File: config.mk
export PLATFORM = sky130hd
export DESIGN_NAME = uart_tx_fifo
export DESIGN_NICKNAME = d
export VERILOG_FILES = /design/src/rtl/uart_pkg.sv /design/src/rtl/uart_tx_sync_fifo.sv /design/src/rtl/uart_tx_fifo.sv
export SDC_FILE = /design/constraint.sdc
export NUM_CORES = 1
export LEC_CHECK = 0
export CORE_ASPECT_RATIO = 1.25
export CORE_UTILIZATION = 55
export DETAILED_ROUTE_END_ITERATION = 12
export HOLD_SLACK_MARGIN = 0.06
export MAX_ROUTING_LAYER = met4
export PLACE_DENSITY = 0.75
export SYNTH_ARGS = -nofsm -noshare
export SYNTH_HDL_FRONTEND = slang
export SYNTH_HIERARCHICAL = 1
export SYNTH_SLANG_ARGS = --single-unit
File: constraint.sdc
create_clock -name wb_clk_i -period 8.1 [get_ports wb_clk_i]
set_input_delay 1.62 -clock wb_clk_i [delete_from_list [all_inputs] [get_ports wb_clk_i]]
set_output_delay 1.62 -clock wb_clk_i [all_outputs]
set_load 0.01 [all_outputs]
File: src/rtl/uart_pkg.sv
// -----------------------------------------------------------------------------
// uart_pkg
// Shared definitions for the console UART transmitter.
//   tx_state_e      : transmitter FSM states (PARITY only exists when the
//                     UART_TX_PARITY_EN macro is defined)
//   UART_DATA_BITS  : data bits per frame
//   UART_IDLE_LEVEL : line level while idle / during the stop bit
//   frame_parity()  : parity bit for a data byte (even, or odd when requested)
// -----------------------------------------------------------------------------
package uart_pkg;

    localparam int   UART_DATA_BITS  = 8;
    localparam logic UART_IDLE_LEVEL = 1'b1;

    typedef enum logic [2:0] {
        IDLE   = 3'd0,
        START  = 3'd1,
        DATA   = 3'd2,
`ifdef UART_TX_PARITY_EN
        PARITY = 3'd3,
`endif
        STOP   = 3'd4
    } tx_state_e;

    // Even parity is the XOR of the data bits; odd parity is its inverse.
    function automatic logic frame_parity(input logic [7:0] data, input logic odd);
        return (^data) ^ odd;
    endfunction

endpackage

File: src/rtl/uart_tx_sync_fifo.sv
// -----------------------------------------------------------------------------
// uart_tx_sync_fifo
// Synchronous byte FIFO with first-word-fall-through read: head always shows
// the oldest entry while empty is low, and pop simply advances past it.
// Ports:
//   clk, rst   : clock, synchronous active-high reset (flushes the FIFO)
//   push       : write push_data (ignored when full)
//   push_data  : byte to store
//   pop        : discard the head entry (ignored when empty)
//   head       : oldest stored byte
//   full/empty : occupancy flags decoded from the registered count
//   level      : registered occupancy, 0..FIFO_DEPTH
// -----------------------------------------------------------------------------
module uart_tx_sync_fifo
    import uart_pkg::*;
#(
    parameter int FIFO_DEPTH = 8,
    parameter int LVL_W      = $clog2(FIFO_DEPTH) + 1
) (
    input  logic             clk,
    input  logic             rst,
    input  logic             push,
    input  logic [7:0]       push_data,
    input  logic             pop,
    output logic [7:0]       head,
    output logic             full,
    output logic             empty,
    output logic [LVL_W-1:0] level
);

    localparam int AW = $clog2(FIFO_DEPTH);

    logic [7:0]       mem [FIFO_DEPTH];
    logic [AW-1:0]    wr_ptr;
    logic [AW-1:0]    rd_ptr;
    logic [LVL_W-1:0] count;
    logic             do_push;
    logic             do_pop;

    assign full    = (count == LVL_W'(FIFO_DEPTH));
    assign empty   = (count == '0);
    assign level   = count;
    assign head    = mem[rd_ptr];

    // A push while full is refused even if a pop frees a slot on the same edge.
    assign do_push = push && !full;
    assign do_pop  = pop && !empty;

    // Pointers wrap naturally because FIFO_DEPTH is a power of two.
    always_ff @(posedge clk) begin
        if (rst) begin
            wr_ptr <= '0;
            rd_ptr <= '0;
            count  <= '0;
        end else begin
            if (do_push) wr_ptr <= wr_ptr + 1'b1;
            if (do_pop)  rd_ptr <= rd_ptr + 1'b1;
            case ({do_push, do_pop})
                2'b10:   count <= count + 1'b1;
                2'b01:   count <= count - 1'b1;
                default: count <= count;
            endcase
        end
    end

    always_ff @(posedge clk) begin
        if (do_push) mem[wr_ptr] <= push_data;
    end

endmodule

File: src/rtl/uart_tx_fifo.sv
// -----------------------------------------------------------------------------
// uart_tx_fifo
// Console UART transmitter: bytes written through a valid/ready handshake are
// queued in a small FIFO and sent as 8N1 frames, LSB first, with a bit time of
// (baud_div_i + 1) clocks. Consecutive frames are sent with no idle gap.
// Optional build macro UART_TX_PARITY_EN adds a parity bit (8E1 / 8O1) and the
// parity_odd_i input.
// Ports:
//   wb_clk_i     : system clock
//   wb_rst_i     : synchronous active-high reset (line idles, FIFO flushed)
//   baud_div_i   : clocks per bit minus 1, captured at each frame start
//   tx_en_i      : permits new frames to start (a running frame always ends)
//   parity_odd_i : (UART_TX_PARITY_EN only) odd parity select, per frame
//   wdata_i      : byte to queue
//   wvalid_i     : write request; accepted when wready_o is high
//   wready_o     : FIFO not full
//   txd_o        : registered serial output, idle high
//   busy_o       : frame in progress or bytes still queued
//   level_o      : FIFO occupancy
//   empty_irq_o  : one-cycle pulse when the last queued frame finishes
// -----------------------------------------------------------------------------
module uart_tx_fifo
    import uart_pkg::*;
#(
    parameter int FIFO_DEPTH = 8,
    parameter int DIV_W      = 16,
    parameter int LVL_W      = $clog2(FIFO_DEPTH) + 1
) (
    input  logic             wb_clk_i,
    input  logic             wb_rst_i,
    input  logic [DIV_W-1:0] baud_div_i,
    input  logic             tx_en_i,
`ifdef UART_TX_PARITY_EN
    input  logic             parity_odd_i,
`endif
    input  logic [7:0]       wdata_i,
    input  logic             wvalid_i,
    output logic             wready_o,
    output logic             txd_o,
    output logic             busy_o,
    output logic [LVL_W-1:0] level_o,
    output logic             empty_irq_o
);

    localparam int BIT_CW = $clog2(UART_DATA_BITS);

    tx_state_e        state;
    tx_state_e        state_d;
    logic [DIV_W-1:0] baud_cnt;
    logic [DIV_W-1:0] div_q;
    logic [BIT_CW-1:0] bit_cnt;
    logic [7:0]       shift_q;
`ifdef UART_TX_PARITY_EN
    logic             par_q;
`endif

    logic             fifo_pop;
    logic             fifo_full;
    logic             fifo_empty;
    logic [7:0]       fifo_head;
    logic             bit_end;
    logic             last_data_bit;
    logic             txd_d;
    logic             irq_d;

    uart_tx_sync_fifo #(
        .FIFO_DEPTH (FIFO_DEPTH),
        .LVL_W      (LVL_W)
    ) u_fifo (
        .clk       (wb_clk_i),
        .rst       (wb_rst_i),
        .push      (wvalid_i),
        .push_data (wdata_i),
        .pop       (fifo_pop),
        .head      (fifo_head),
        .full      (fifo_full),
        .empty     (fifo_empty),
        .level     (level_o)
    );

    assign wready_o      = !fifo_full;
    assign busy_o        = (state != IDLE) || (level_o != '0);
    assign bit_end       = (baud_cnt == '0);
    assign last_data_bit = (bit_cnt == BIT_CW'(UART_DATA_BITS - 1));

    // State register with the baud and bit counters.
    always_ff @(posedge wb_clk_i) begin
        if (wb_rst_i) begin
            state    <= IDLE;
            baud_cnt <= '0;
            bit_cnt  <= '0;
        end else begin
            state <= state_d;
            if (fifo_pop) begin
                // Frame start: the first bit uses the divisor seen right now.
                baud_cnt <= baud_div_i;
                bit_cnt  <= '0;
            end else if (state != IDLE) begin
                baud_cnt <= bit_end ? div_q : baud_cnt - 1'b1;
                if (state == DATA && bit_end) bit_cnt <= bit_cnt + 1'b1;
            end
        end
    end

    // Frame data captured at pop; no reset needed since it is only read
    // after a pop has loaded it.
    always_ff @(posedge wb_clk_i) begin
        if (fifo_pop) begin
            shift_q <= fifo_head;
            div_q   <= baud_div_i;
`ifdef UART_TX_PARITY_EN
            par_q   <= frame_parity(fifo_head, parity_odd_i);
`endif
        end else if (state == DATA && bit_end) begin
            shift_q <= shift_q >> 1;
        end
    end

    // Next-state logic; also decides when the FIFO head is consumed.
    always_comb begin
        state_d  = state;
        fifo_pop = 1'b0;
        case (state)
            IDLE: begin
                if (tx_en_i && !fifo_empty) begin
                    fifo_pop = 1'b1;
                    state_d  = START;
                end
            end
            START: begin
                if (bit_end) state_d = DATA;
            end
            DATA: begin
                if (bit_end && last_data_bit) begin
`ifdef UART_TX_PARITY_EN
                    state_d = PARITY;
`else
                    state_d = STOP;
`endif
                end
            end
`ifdef UART_TX_PARITY_EN
            PARITY: begin
                if (bit_end) state_d = STOP;
            end
`endif
            STOP: begin
                if (bit_end) begin
                    // Chain straight into the next start bit when possible.
                    if (tx_en_i && !fifo_empty) begin
                        fifo_pop = 1'b1;
                        state_d  = START;
                    end else begin
                        state_d  = IDLE;
                    end
                end
            end
            default: state_d = IDLE;
        endcase
    end

    // Output decode; registered below, so the line lags the state by a cycle.
    always_comb begin
        txd_d = UART_IDLE_LEVEL;
        case (state)
            START:   txd_d = 1'b0;
            DATA:    txd_d = shift_q[0];
`ifdef UART_TX_PARITY_EN
            PARITY:  txd_d = par_q;
`endif
            STOP:    txd_d = UART_IDLE_LEVEL;
            default: txd_d = UART_IDLE_LEVEL;
        endcase
        // Only when the stop bit ends with nothing left to send; a frame held
        // back by tx_en_i with data still queued does not raise it.
        irq_d = (state == STOP) && bit_end && (state_d == IDLE) && fifo_empty;
    end

    always_ff @(posedge wb_clk_i) begin
        if (wb_rst_i) begin
            txd_o       <= UART_IDLE_LEVEL;
            empty_irq_o <= 1'b0;
        end else begin
            txd_o       <= txd_d;
            empty_irq_o <= irq_d;
        end
    end

endmodule

==> run metrics <==
drt pass-1 iters 5; Clock power frac about 31%; GRT Util Overall 22.6%; Flop pwr share about two fifths; Gate power share 30.7%; Slew Limit Fails 0; CTS tree built; top_reg_cell synth edfxtp_1; Root Buffer clkbuf_16; starting DRC count in detailed routing 242; hold_sp u_fifo/rd_ptr[2]$_SDFFE_PP0P_; grt total ovfl 0; crit path max fanout 43; ys async rst share 0%; Power Dens Cells 359 nW/µm²; first-pass GRT wire length around 17000 µm; top cell type's share of synthesized area 47.9%; I/O pins 36; synth-to-layout area growth 17.8%; cell count after placement 558; Max clock buf depth 2; Final Cycle Share 58.8%; syn nets 450; maximum operating frequency 210 MHz; RD Place Congestion 0.854; routed via count 3415; most frequent cell after synthesis edfxtp_1; switching power total 0.000783 W; n_diodes 0; Die Area about 10000 µm²; internal power 0.00155 W; largest net degree at the start of global routing 44; FF+latch count, synth ~130; FF-to-FF Start baud_cnt[0]$_SDFFE_PP0P_; initial antenna violation count 0; Synth top cells by count edfxtp_1, nand2_1, dfxtp_1; Final Skew 9.11 ps; Final HPWL DP 6500 µm; worst slew pin tran roughly 980 ps; vias in the first global route 3347; critical path type input port to flop; leading area contributor after synthesis edfxtp_1; # Max-Cap Violations 0; clk sink count 125; Crit. Startpoint tx_en_i; LEAKAGE between 2 and 2.5 nW; data required time at the worst endpoint 8440 ps; Post-synth EDFFs 88; RSZ-0062 raised after global routing false; CTS Buf Count 17; std cell rows 40; number of synthesis warnings 6; share of cells above drive strength 1 15.3%; post-layout net count 487; Worst Setup Start Kind input port; status completed; crit path capture type flop; Clk pin slew, worst setup/hold paths about 60 ps; Tightest Hold Check Type flop to flop; Net Sw Frac 33.6%; IO Port Bufs 35; H-tree levels 4; register area share after synthesis roughly 61%; DRT antenna net count 0; width of the chip slightly above 90 µm; CP cell instances clkdlybuf4s50_1, nand2b_1, nor3_1, o21ai_1, buf_4, inv_2, o41a_1, ha_1, xor2_1, ha_1, a21oi_1, xor2_1, or3_1, a21oi_1; slowest CP cell inv_2; Worst slew margin 34.4%; Synth Area per Inst 13.3 µm²; Buf+Inv Stages, Crit Path 3; WP data arrival 5100 ps; Post-CTS Setup Inserts 0; CP peak stage delay 610 ps; die height 114 µm; drc violations 0; Finished Core Util 67.3%; fin crit period 4760 ps; Fin. Hold Viols 0; ranking of synthesized cells by area edfxtp_1, dfxtp_1, mux4_1, mux4_2, nand2_1; kind of cell adding the most delay to the critical path buffers and inverters; routed len/inst 17.7 µm; Mapped Cells 414; post-route setup slack 3340 ps; synth unique cells 57; post-cts hold buffer count 0; Resized cells post-CTS 0; initial core utilization between 50% and 60%; synthesized area 5520 µm²; final setup violation count 0; VDD IR-drop max 0.185 mV; Setup WS pre-CTS ~3000 ps; Finished Layout Cells 589; Avg Vias per Cell 5.80; Detailed Route WL 10500 µm; Clk Latency, worst-skew pair 410 ps; Setup TNS 0 ps; core area 9660 µm²
-- routing by layer --
metal / vias up / wire (µm) / global-route usage (%)
met5: - / 0 / -
met4: 0 / 195 / 8.47
met3: 22 / 422 / 6.53
met2: 77 / 5580 / 37.8
met1: 1662 / 4260 / 26.0
li1: 1654 / - / -
-- per-stage QoR --
stage                     hold slack [ps]  power (W)  area, µm²
after floorplan                       476    0.00146       5520
after global placement                507    0.00160       5940
after detailed placement              509    0.00163       5940
after CTS                             526    0.00235       6500
after global routing                  556    0.00247       6500
final                                 522    0.00233       6500
-- final timing paths --
kind / cells after the start / end / slack, ps
worst min register to register: 2 / u_fifo/rd_ptr[2]$_SDFFE_PP0P_ / 520
worst max-delay path: 14 / u_fifo/level[2]$_SDFFE_PP0P_ / 3340
worst max register to register: 15 / u_fifo/level[2]$_SDFFE_PP0P_ / 3690
worst min-delay path: 2 / u_fifo/rd_ptr[2]$_SDFFE_PP0P_ / 520
-- flip-flops by register name (all words and copies together) (netlist names), named ones only --
| register | cells |
|---|---|
| txd_o | 1 |
| state | 3 |
| u_fifo/mem | 64 |
| baud_cnt | 16 |
| empty_irq_o | 1 |
| shift_q | 8 |
| u_fifo/wr_ptr | 3 |
| u_fifo/level | 4 |
| div_q | 16 |
| u_fifo/rd_ptr | 3 |
| bit_cnt | 3 |
-- power by group through the flow --
stage	Combinational, W	Clock, W	Sequential [W]
after floorplan	0.000587	0	0.000876
after global placement	0.000693	0	0.000911
after detailed placement	0.000713	0	0.000916
after CTS	0.000722	0.000723	0.000904
after global routing	0.000796	0.000754	0.000918
final	0.000716	0.000713	0.000903
-- cell usage in the layout (no fill, tap or decap), types with 8 or more instances in the layout --
| cell type | n |
|---|---|
| mux4_1 | 8 |
| o21ai_0 | 10 |
| or3_1 | 8 |
| mux4_2 | 8 |
| ha_1 | 8 |
| xor2_1 | 10 |
| clkdlybuf4s50_1 | 35 |
| nor3_1 | 15 |
| a21oi_1 | 17 |
| clkbuf_16 | 17 |
| nor2_1 | 35 |
| nor4_1 | 9 |
| nand2_1 | 38 |
| mux2_2 | 10 |
| dfxtp_1 | 37 |
| edfxtp_1 | 88 |
-- kinds of logic (layout without fill, tap and decap cells) --
logic type	count (synthesis)	count (layout)	share of synthesized area, %
AND/OR/NAND/NOR	146	146	13.9
flip-flops	125	125	61.3
AO/OA/AOI/OAI	60	60	7.44
multiplexers	31	31	10.0
buffers and inverters	28	77	2.83
XOR/XNOR	16	16	2.68
adder cells (fa/ha/maj)	8	8	1.81
-- worst reg2reg max path, stage by stage (launching register included) --
cell     delay (ps)
dfxtp_1         340
inv_1           100
ha_1            220
nor4b_2         480
and4_1          490
o21ai_1         100
buf_4           230
inv_2           620
o41a_1          430
ha_1            330
xor2_1          190
ha_1            160
a21oi_1          50
xor2_1          160
or3_1           310
a21oi_1         140
-- area by class of cell --
cell class	count	area (µm²)
clock buffer	17	425
clock inverter	14	134
fill	662	3160
inverter	6	22.5
multi-input combinational	261	1990
sequential	125	3380
tap	126	158
timing repair buffer	40	388
(Power assumes the default switching activity.)
